===== config.mk =====
export PLATFORM = sky130hd
export DESIGN_NAME = mult_controller
export DESIGN_NICKNAME = d
export VERILOG_FILES = /design/src/rtl/mult_controller.sv
export SDC_FILE = /design/constraint.sdc
export NUM_CORES = 1
export LEC_CHECK = 0
export CAP_MARGIN = 30
export CORE_AREA = 2 2 39 41
export DETAILED_ROUTE_END_ITERATION = 8
export DIE_AREA = 0 0 41 43
export PLACE_DENSITY = 0.69
export SLEW_MARGIN = 20
export SYNTH_ARGS = -nofsm -noshare
export SYNTH_HDL_FRONTEND = slang
export SYNTH_SLANG_ARGS = --single-unit

===== constraint.sdc =====
create_clock -name Clock -period 1.88 [get_ports Clock]
set_clock_uncertainty 0.1 [all_clocks]
set_input_delay 0.376 -clock Clock [delete_from_list [all_inputs] [get_ports Clock]]
set_output_delay 0.376 -clock Clock [all_outputs]
set_load 0.05 [all_outputs]

===== src/rtl/mult_controller.sv =====
// ---------------------------------------------------------------------------
// mult_controller
//
// Sequencing FSM for the shift-add multiplier datapath. One accepted Start
// produces a LOAD cycle, WIDTH TEST/SHIFT iteration pairs and a one-cycle
// DONE pulse, then returns to IDLE. The controller drives the datapath mux
// selects and shift enable and reads back the multiplier LSB.
//
// Parameters
//   WIDTH        operand width = number of iterations
//   CNT_W        iteration counter width, 2**CNT_W must exceed WIDTH
//
// Ports
//   Clock        in   system clock, rising edge
//   Reset        in   asynchronous active-low reset
//   Start        in   operation request, sampled only in IDLE
//   B_LSB        in   current multiplier LSB from the datapath
//   a_sel        out  0 loads Data_A, 1 takes the shifter output
//   b_sel        out  0 loads Data_B, 1 takes the shifter output
//   prod_sel     out  0 clears the product, 1 takes the accumulate path
//   add_sel      out  1 writes product+A, 0 holds the product
//   Shift_Enable out  1 shifts A left / B right, 0 holds
//   Busy         out  high in every state except IDLE
//   Done         out  one-cycle pulse, product valid in this cycle
//   Iter         out  current iteration index (debug)
// ---------------------------------------------------------------------------
module mult_controller #(
    parameter int WIDTH = 32,
    parameter int CNT_W = 6
) (
    input  logic             Clock,
    input  logic             Reset,
    input  logic             Start,
    input  logic             B_LSB,
    output logic             a_sel,
    output logic             b_sel,
    output logic             prod_sel,
    output logic             add_sel,
    output logic             Shift_Enable,
    output logic             Busy,
    output logic             Done,
    output logic [CNT_W-1:0] Iter
);

    typedef enum logic [2:0] {
        S_IDLE  = 3'd0,
        S_LOAD  = 3'd1,
        S_TEST  = 3'd2,
        S_SHIFT = 3'd3,
        S_DONE  = 3'd4
    } state_t;

    localparam logic [CNT_W-1:0] LAST_ITER = CNT_W'(WIDTH - 1);
    localparam logic [CNT_W-1:0] ITER_ONE  = CNT_W'(1);

    state_t           state;
    state_t           state_next;
    logic [CNT_W-1:0] iter_next;
    logic             last_iter;

    assign last_iter = (Iter == LAST_ITER);

    // State and iteration counter registers.
    always_ff @(posedge Clock or negedge Reset) begin
        if (!Reset) begin
            state <= S_IDLE;
            Iter  <= '0;
        end else begin
            state <= state_next;
            Iter  <= iter_next;
        end
    end

    // Next-state and output decode. Every output except add_sel depends only
    // on the state register; add_sel passes B_LSB through in TEST so the
    // product picks up A in the same cycle the LSB is presented.
    always_comb begin
        state_next   = S_IDLE;   // unreachable encodings fall back to IDLE
        iter_next    = Iter;
        a_sel        = 1'b1;
        b_sel        = 1'b1;
        prod_sel     = 1'b1;
        add_sel      = 1'b0;
        Shift_Enable = 1'b0;
        Busy         = 1'b0;
        Done         = 1'b0;

        case (state)
            S_IDLE: begin
                if (Start) begin
                    state_next = S_LOAD;
                    // Clearing here makes Iter read 0 already during LOAD.
                    iter_next  = '0;
                end else begin
                    state_next = S_IDLE;
                end
            end

            S_LOAD: begin
                a_sel      = 1'b0;
                b_sel      = 1'b0;
                prod_sel   = 1'b0;
                Busy       = 1'b1;
                iter_next  = '0;
                state_next = S_TEST;
            end

            S_TEST: begin
                add_sel    = B_LSB;
                Busy       = 1'b1;
                state_next = S_SHIFT;
            end

            S_SHIFT: begin
                Shift_Enable = 1'b1;
                Busy         = 1'b1;
                if (last_iter) begin
                    // Iter stays at WIDTH-1 so it never wraps mid-operation.
                    state_next = S_DONE;
                end else begin
                    iter_next  = Iter + ITER_ONE;
                    state_next = S_TEST;
                end
            end

            S_DONE: begin
                Busy       = 1'b1;
                Done       = 1'b1;
                state_next = S_IDLE;
            end

            default: begin
                state_next = S_IDLE;
            end
        endcase
    end

endmodule

==> results of run 1 <==
[power by group through the flow]
| stage | Combinational (W) | Clock (W) | Sequential (W) |
|---|---|---|---|
| after floorplan | 0.000335 | 0 | 0.000530 |
| after global placement | 0.000763 | 0 | 0.000358 |
| after detailed placement | 0.000770 | 0 | 0.000360 |
| after CTS | 0.000776 | 0.000156 | 0.000355 |
| after global routing | 0.000828 | 0.000166 | 0.000373 |
| final | 0.000773 | 0.000151 | 0.000356 |
[placed cells by master, fill, tap and decap left out, drive strengths merged]
cell type	n
a31oi	3
dfrtp	9
buf	18
nor3b	1
nor4bb	1
nand3	3
nor2b	2
xnor2	1
or3b	1
o31ai	1
a22o	1
nand3b	1
or2	1
clkdlybuf4s50	3
clkbuf	4
o21ai	3
nand2	4
inv	1
a21oi	2
and3	1
and2	2
o21bai	1
a21o	1
mux2	1
xor2	1
ha	1
nor2	5
nor3	3
[routing by layer]
layer,global-route usage,up-vias
met3,0.0785,4
met1,0.183,220
li1,-,236
met5,0,-
met2,0.219,17
met4,0.120,0
[worst min path at each step]
stage / end / slack (ns) / cells after the start
global route: state[1]$_DFF_PN0_ / 0.33 / 1
CTS: state[1]$_DFF_PN0_ / 0.31 / 1
finish: state[1]$_DFF_PN0_ / 0.30 / 1
floorplan: Iter[0]$_DFFE_PN0P_ / -0.02 / 0
detailed placement: Iter[1]$_DFFE_PN0P_ / 0.48 / 1
global placement: Iter[1]$_DFFE_PN0P_ / 0.48 / 1
[worst register-to-register path, cell delays in order (launching register included)]
cell and delay, ns:
dfrtp_1 0.41, ha_1 0.26, nand3_2 0.13, nor3b_4 0.30
nor2_2 0.06, mux2_2 0.26
[kinds of logic after synthesis]
group                    Yosys count  share of synthesized area
XOR/XNOR                           2                     0.0326
multiplexers                       1                     0.0210
adder cells (fa/ha/maj)            1                     0.0233
AO/OA/AOI/OAI                     12                      0.140
flip-flops                         9                      0.420
AND/OR/NAND/NOR                   25                      0.310
buffers and inverters              5                     0.0536
[layout make-up]
type	count	area [sq um]
Clock buffer	4	26.3
Sequential cell	9	226
Inverter	1	3.75
Fill cell	123	594
Multi-Input combinational cell	41	290
Timing Repair Buffer	21	223
Tap cell	16	20.0
[flip-flops by register name, indices dropped and copies added, names as in the netlist]
name and count:
Iter 6, state 3
[what timing repair did]
| action | 4_1_cts | 5_1_grt |
|---|---|---|
| gates resized for setup | 1 | 3 |
| setup endpoints to repair | 3 | 3 |
| hold endpoints to repair | 0 | 0 |
| buffers inserted | 3 | 0 |
[per-stage QoR]
stage                     total power [W]   util  setup slack [ns]  hold slack [ns]
after global placement            0.00112  0.527             0.134            0.481
final                             0.00128  0.571            0.0567            0.299
after floorplan                  0.000864      -          0.000263          -0.0196
after detailed placement          0.00113  0.527             0.114            0.485
after CTS                         0.00129  0.563           -0.0151            0.310
after global routing              0.00137  0.571          0.000937            0.327
==> out/metrics.csv, run 1 <==
metric;value;unit
cts_buffers;3;
cp_max_fo;6;
wl;1110;um
grt_pass1_vias;417;
via_per_inst;5.18;
met3_length;70;um
worstMarginPinSlew;0.407;ns
clk_transition_reported_paths;0.06;ns
final_cell_area;790;sq um
synth.most_common_cell;dfrtp_1;
clock_path_buffers;2;
clock_latency;0.27;ns
drc_errors;0;
vdd_drop_max;811;uV
die_x;41;um
async_reset_ff_frac;1.00;
critical_path_required;1.40;ns
grt_max_degree;10;
reg2regPathDepth;5;
worst_path_max_delay_cell;dfrtp_2;
cts_max_level;1;
yosys.area.top_type;dfrtp_1;
holdCritPathClass;primary input to async pin;
finalSetupTns;0;ns
max_slew_margin;0.728;
ant_nets;0;
cp_cell_sequence;buf_4 > nand3b_4 > inv_1 > buf_12;
clock.fmax;548;MHz
die_h;43;um
synth_commonest_cells;9 x dfrtp_1, 4 x nand2_1, 4 x nor2_1;
clock-sinks;9;
syn_inst;55;
p_leak;0.351;nW
final_cells;92;
grt.overflow.total;0;
path_delay_family;buffers and inverters;
path_buf_inv;3;
yosys.cell_types.count;29;
placed_area;729;sq um
drt-initial-drc-count;18;
syn_avg_cell_area;9.76;sq um
synth.cell_area;537;sq um
crit_start;state[2]$_DFF_PN0_;
max_cap_viol_count;0;
nets;82;
crit_path_end;Shift_Enable;
coreArea;1380;sq um
end_kind;primary output;
cts-root-buf;clkbuf_4;
worstSetupStartpointType;register;
dr_wl_met2;535;um
cpPeakStageDelay;0.42;ns
rows;14;
setup_viol;0;
routedWlPerCell;12.1;um
status;finished clean;
yosys_warnings;0;
worstPathArrival;1.35;ns
dr_total_vias;477;
drv_slew;0;
initial_core_util;0.388;
grt.total_usage;0.160;
seq_power_share;0.278;
pwr-share-comb;0.604;
ys_top_cells_by_area;dfrtp_1 42%, nand3b_4 3.7%, a31oi_1 3.5%;
wl_met1;469;um
synth_flop_cell;dfrtp_1;
placed_cells;85;
r2r_slack;0.25;ns
area_growth;47.1;%
hold_violations;0;
worstSetupPathType;register to primary output;
cts_tree;yes;
io_buffers;16;
clkPwrFrac;0.118;
syn-num-nets;60;
yosysTopAreaCellShare;0.420;
r2r-start;Iter[0]$_DFFE_PN0P_;
dr.pass1.iters;4;
dpl.hpwl;809;um
worstReg2RegEnd;Iter[0]$_DFFE_PN0P_;
path_depth;4;
place.gp.congestion;0.842;
grt_setup_unrepaired;no;
p_int;0.000654;W
antenna_found_initial;0;
power_density;1620;nW/um^2
floorplan.die_area;1760;sq um
routed.top_layer;met4;
holdBufCountCts;0;
switchingPower;0.000626;W
post-route-period-util;0.970;
synth-seq-cells;9;
synth-edff-count;0;
ys_seq_area_frac;0.420;
fin_crit;1.82;ns
grt_first_pass_wirelength;1770;um
swShare;0.489;
ios;17;
drive_gt1_frac;0.395;
num_antenna_cells;0;
Note: power is estimated with default switching activity, not from simulation.
==> run 2, diff against run 1 <==
CORE_AREA = 8 8 45 47   (was 2 2 39 41)
DIE_AREA = 0 0 53 55   (was 0 0 41 43)
GPL_ROUTABILITY_DRIVEN = 1   (was unset)
==> out/metrics.csv, run 2 (synthesis gave the netlist of run 1 again) <==
metric;value;unit;change
status;finished clean;;unchanged
final_cell_mix;10 x buf_4, 8 x dfrtp_1, 5 x buf_12, 4 x nor2_1, 4 x nand2_1;;was 12 x buf_4, 8 x dfrtp_1, 4 x nor2_1, 4 x nand2_1, 4 x buf_12
fin_crit;1.80;ns;was 1.82 ns
die_x;53;um;was 41 um
worst_path_max_delay_cell;dfrtp_2;;unchanged
io_buffers;16;;unchanged
ant_nets;0;;unchanged
worstMarginPinSlew;0.404;ns;was 0.407 ns
num_antenna_cells;0;;unchanged
clock_path_buffers;2;;unchanged
pwr-share-comb;0.616;;was 0.604
clkPwrFrac;0.111;;was 0.118
dr.pass1.iters;4;;unchanged
clk_transition_reported_paths;0.06;ns;about the same
die_h;55;um;was 43 um
floorplan.die_area;2920;sq um;was 1760 sq um
place.gp.congestion;0.873;;was 0.842
finalSetupTns;0;ns;unchanged
cpPeakStageDelay;0.42;ns;about the same
grt_first_pass_wirelength;2080;um;was 1770 um
worstSetupStartpointType;register;;unchanged
worstPathArrival;1.33;ns;was 1.35 ns
p_int;0.000679;W;was 0.000654 W
grt_setup_unrepaired;no;;unchanged
final_common_cell;buf_4;;unchanged
post-route-period-util;0.959;;was 0.970
end_kind;primary output;;unchanged
power_density;1660;nW/um^2;was 1620 nW/um^2
drt-initial-drc-count;18;;unchanged
dr_total_vias;479;;was 477
placed_area;742;sq um;was 729 sq um
fin_util;0.574;;was 0.571
clock-sinks;9;;unchanged
setup_viol;0;;unchanged
cp_max_fo;6;;unchanged
holdCritPathClass;primary input to async pin;;unchanged
antenna_found_initial;0;;unchanged
drc_errors;0;;unchanged
via_per_inst;5.26;;was 5.18
dp_slack;0.121;ns;was 0.114 ns
largest_register_ffs;6;;unchanged
grt.total_usage;0.0947;;was 0.160
cts_max_level;1;;unchanged
switchingPower;0.000641;W;was 0.000626 W
hold_violations;0;;unchanged
cts-root-buf;clkbuf_4;;unchanged
grt_pass1_vias;464;;was 417
coreArea;1380;sq um;unchanged
holdBufCountCts;0;;unchanged
max_slew_margin;0.730;;was 0.728
seq_power_share;0.273;;was 0.278
critical_path_required;1.40;ns;about the same
ios;17;;unchanged
grt.overflow.total;0;;unchanged
final_cell_area;795;sq um;was 790 sq um
clock_latency;0.26;ns;was 0.27 ns
max_cap_viol_count;0;;unchanged
nets;81;;was 82
wl;1210;um;was 1110 um
initial_core_util;0.388;;unchanged
drv_slew;0;;unchanged
final_cells;91;;was 92
cts_tree;yes;;unchanged
p_leak;0.351;nW;about the same
worstSetupPathType;register to primary output;;unchanged
swShare;0.486;;was 0.489
drive_gt1_frac;0.387;;was 0.395
top_register;Iter;;unchanged
grt_max_degree;10;;unchanged
cts_buffers;3;;unchanged
cp_cell_sequence;buf_4 > nand3b_4 > inv_1 > buf_12;;unchanged
placed_cells;85;;unchanged
vdd_drop_max;856;uV;was 811 uV
fin_ws;0.0777;ns;was 0.0567 ns
clock.fmax;555;MHz;was 548 MHz
largestRegisters;Iter: 6 flops, state: 3 flops;;unchanged
dpl.hpwl;968;um;was 809 um
area_growth;48.0;%;was 47.1%
rows;14;;unchanged
routedWlPerCell;13.3;um;was 12.1 um
## run 2: worst paths after layout
path	startpoint	end	slack, ns	depth (start not counted)
worst max-delay path	state[2]$_DFF_PN0_	Shift_Enable	0.08	4
worst min-delay path	Reset	state[1]$_DFF_PN0_	0.31	1
worst max register to register	Iter[1]$_DFFE_PN0P_	Iter[0]$_DFFE_PN0P_	0.25	5
worst min register to register	state[2]$_DFF_PN0_	state[1]$_DFF_PN0_	0.47	2
max in group asynchronous	Reset	state[2]$_DFF_PN0_	1.06	1
min in group Clock	state[2]$_DFF_PN0_	state[1]$_DFF_PN0_	0.47	2
## run 2: area by class of cell
class | instances | area [sq um]
repair buffers | 20 | 228
clock buffers | 4 | 26.3
fillers | 126 | 589
multi-input cells | 41 | 290
flip-flops and latches | 9 | 226
inverters | 1 | 3.75
well taps | 16 | 20.0
## run 2: timing repair
item	4_1_cts	5_1_grt
buffers inserted	2	0
setup endpoints to repair	3	3
resized for setup	1	3
## run 2: metal layers
layer | GRT usage | vias up | wire (um)
met5 | 0 | - | 0
met3 | 0.0508 | 0 | 101
met1 | 0.107 | 233 | 493
met2 | 0.152 | 10 | 612
met4 | 0.0259 | 0 | 0
li1 | - | 236 | -
## run 2: power groups by stage
stage / Clock, W / Combinational, W / Sequential (W)
floorplan: 0 / 0.000335 / 0.000530
global placement: 0 / 0.000800 / 0.000359
detailed placement: 0 / 0.000809 / 0.000362
CTS: 0.000150 / 0.000820 / 0.000359
global route: 0.000164 / 0.000877 / 0.000373
finish: 0.000147 / 0.000813 / 0.000360
## run 2: critical path: cells and delay by family (launching register included)
kind,cells,cell delay (ns)
flops,1,0.42
buf+inv,3,0.47
simple gates,1,0.18
## run 2: through the flow
stage | hold WS, ns | power, W
6_report | 0.311 | 0.00132
5_1_grt | 0.346 | 0.00141
4_1_cts | 0.325 | 0.00133
3_5_place_dp | 0.494 | 0.00117
3_3_place_gp | 0.484 | 0.00116
2_1_floorplan | -0.0196 | 0.000864
==> run 3, diff against run 2 <==
REMOVE_ABC_BUFFERS = 1   (was unset)
==> out/metrics.csv, run 3 (synthesis gave the netlist of run 1 again) <==
metric;value;unit;change
area_growth;47.3;%;was 48.0%
hold_violations;0;;unchanged
grt.total_usage;0.0986;;was 0.0947
dr_total_vias;498;;was 479
worstPathArrival;1.39;ns;was 1.33 ns
seq_power_share;0.272;;was 0.273
post-route-period-util;0.993;;was 0.959
place.gp.congestion;0.753;;was 0.873
num_antenna_cells;0;;unchanged
setup_viol;0;;unchanged
fin_ws;0.0131;ns;was 0.0777 ns
antenna_found_initial;0;;unchanged
grt_first_pass_wirelength;2170;um;was 2080 um
routedWlPerCell;15.4;um;was 13.3 um
grt.overflow.total;0;;unchanged
clock_path_buffers;2;;unchanged
io_buffers;16;;unchanged
max_cap_viol_count;0;;unchanged
pwr-share-comb;0.617;;was 0.616
largest_register_ffs;6;;unchanged
initial_core_util;0.388;;unchanged
placed_area;729;sq um;was 742 sq um
worstSetupPathType;register to primary output;;unchanged
switchingPower;0.000657;W;was 0.000641 W
clock_latency;0.26;ns;about the same
clk_transition_reported_paths;0.06;ns;about the same
die_x;53;um;unchanged
critical_path_required;1.40;ns;about the same
p_int;0.000701;W;was 0.000679 W
cts_buffers;3;;unchanged
grt_setup_unrepaired;yes;;was no
ant_nets;0;;unchanged
drv_slew;0;;unchanged
whs;0.320;ns;was 0.311 ns
final_cell_area;791;sq um;was 795 sq um
holdCritPathClass;primary input to async pin;;unchanged
final_common_cell;buf_4;;unchanged
wl;1420;um;was 1210 um
clock-sinks;9;;unchanged
coreArea;1380;sq um;unchanged
die_h;55;um;unchanged
power_density;1720;nW/um^2;was 1660 nW/um^2
drc_errors;0;;unchanged
ios;17;;unchanged
floorplan.die_area;2920;sq um;unchanged
drive_gt1_frac;0.408;;was 0.387
fin_util;0.571;;was 0.574
clkPwrFrac;0.111;;about the same
dr.pass1.iters;4;;unchanged
max_slew_margin;0.706;;was 0.730
dpl.hpwl;988;um;was 968 um
r2r_slack;0.25;ns;about the same
grt_pass1_vias;503;;was 464
clock.fmax;536;MHz;was 555 MHz
end_kind;primary output;;unchanged
nets;82;;was 81
worstMarginPinSlew;0.440;ns;was 0.404 ns
drt-initial-drc-count;5;;was 18
p_leak;0.348;nW;was 0.351 nW
dp_slack;0.0723;ns;was 0.121 ns
vdd_drop_max;1110;uV;was 856 uV
holdBufCountCts;0;;unchanged
cts_tree;yes;;unchanged
cts-root-buf;clkbuf_4;;unchanged
top_register;Iter;;unchanged
via_per_inst;5.41;;was 5.26
largestRegisters;Iter: 6 flops, state: 3 flops;;unchanged
worstSetupStartpointType;register;;unchanged
grt_max_degree;10;;unchanged
swShare;0.484;;was 0.486
status;finished clean;;unchanged
cts_max_level;1;;unchanged
fin_crit;1.87;ns;was 1.80 ns
final_cell_mix;13 x buf_4, 7 x dfrtp_1, 5 x buf_12, 4 x nand2_1;;was 10 x buf_4, 8 x dfrtp_1, 5 x buf_12, 4 x nor2_1, 4 x nand2_1
rows;14;;unchanged
cp_max_fo;4;;was 6
run 3: cell types whose count changed in the layout (fill, tap and decap cells not counted), sizes merged:
cell	delta
buf	+1
run 3: layer usage:
metal  wire (um)  track usage
met1         566        0.104
met2         709        0.168
met3         105       0.0294
met4          40       0.0647
met5           0            0
run 3: worst paths after layout:
check                                    start                  end  cells past startpoint
max                         state[1]$_DFF_PN0_                a_sel                      2
min                                      Reset  Iter[5]$_DFFE_PN0P_                      1
max reg2reg                Iter[1]$_DFFE_PN0P_  Iter[0]$_DFFE_PN0P_                      5
min reg2reg                 state[2]$_DFF_PN0_   state[0]$_DFF_PN0_                      1
max in group asynchronous                Reset   state[0]$_DFF_PN0_                      1
min in group Clock          state[2]$_DFF_PN0_   state[0]$_DFF_PN0_                      1
run 3: power groups by stage:
stage | clock network (W) | logic (W) | registers [W]
CTS | 0.000154 | 0.000781 | 0.000379
global route | 0.000164 | 0.000894 | 0.000383
finish | 0.000151 | 0.000837 | 0.000370
floorplan | 0 | 0.000324 | 0.000532
global placement | 0 | 0.000764 | 0.000376
detailed placement | 0 | 0.000779 | 0.000379
run 3: critical path: stages, from the launching register on:
cell and delay, ns:
dfrtp_1 0.41, or3b_2 0.50, buf_4 0.21
run 3: per-stage QoR:
stage	total power (W)	setup TNS, ns	std cells
after global routing	0.00144	-0.189	92
after global placement	0.00114	0	84
after CTS	0.00131	-0.0213	88
after detailed placement	0.00116	0	84
after floorplan	0.000856	-0.223	51
final	0.00136	0	92
run 3: area by class of cell:
cell class                 instances  area (sq um)
tap                               16          20.0
clock buffer                       4          26.3
multi-input combinational         41           285
fill                             124           593
timing repair buffer              21           228
sequential                         9           228
inverter                           1          3.75
run 3: timing repair:
item / in CTS / in global routing
resized for setup: 2 / 1
buffers inserted: 0 / 4
endpoints found under the setup margin: 3 / 5
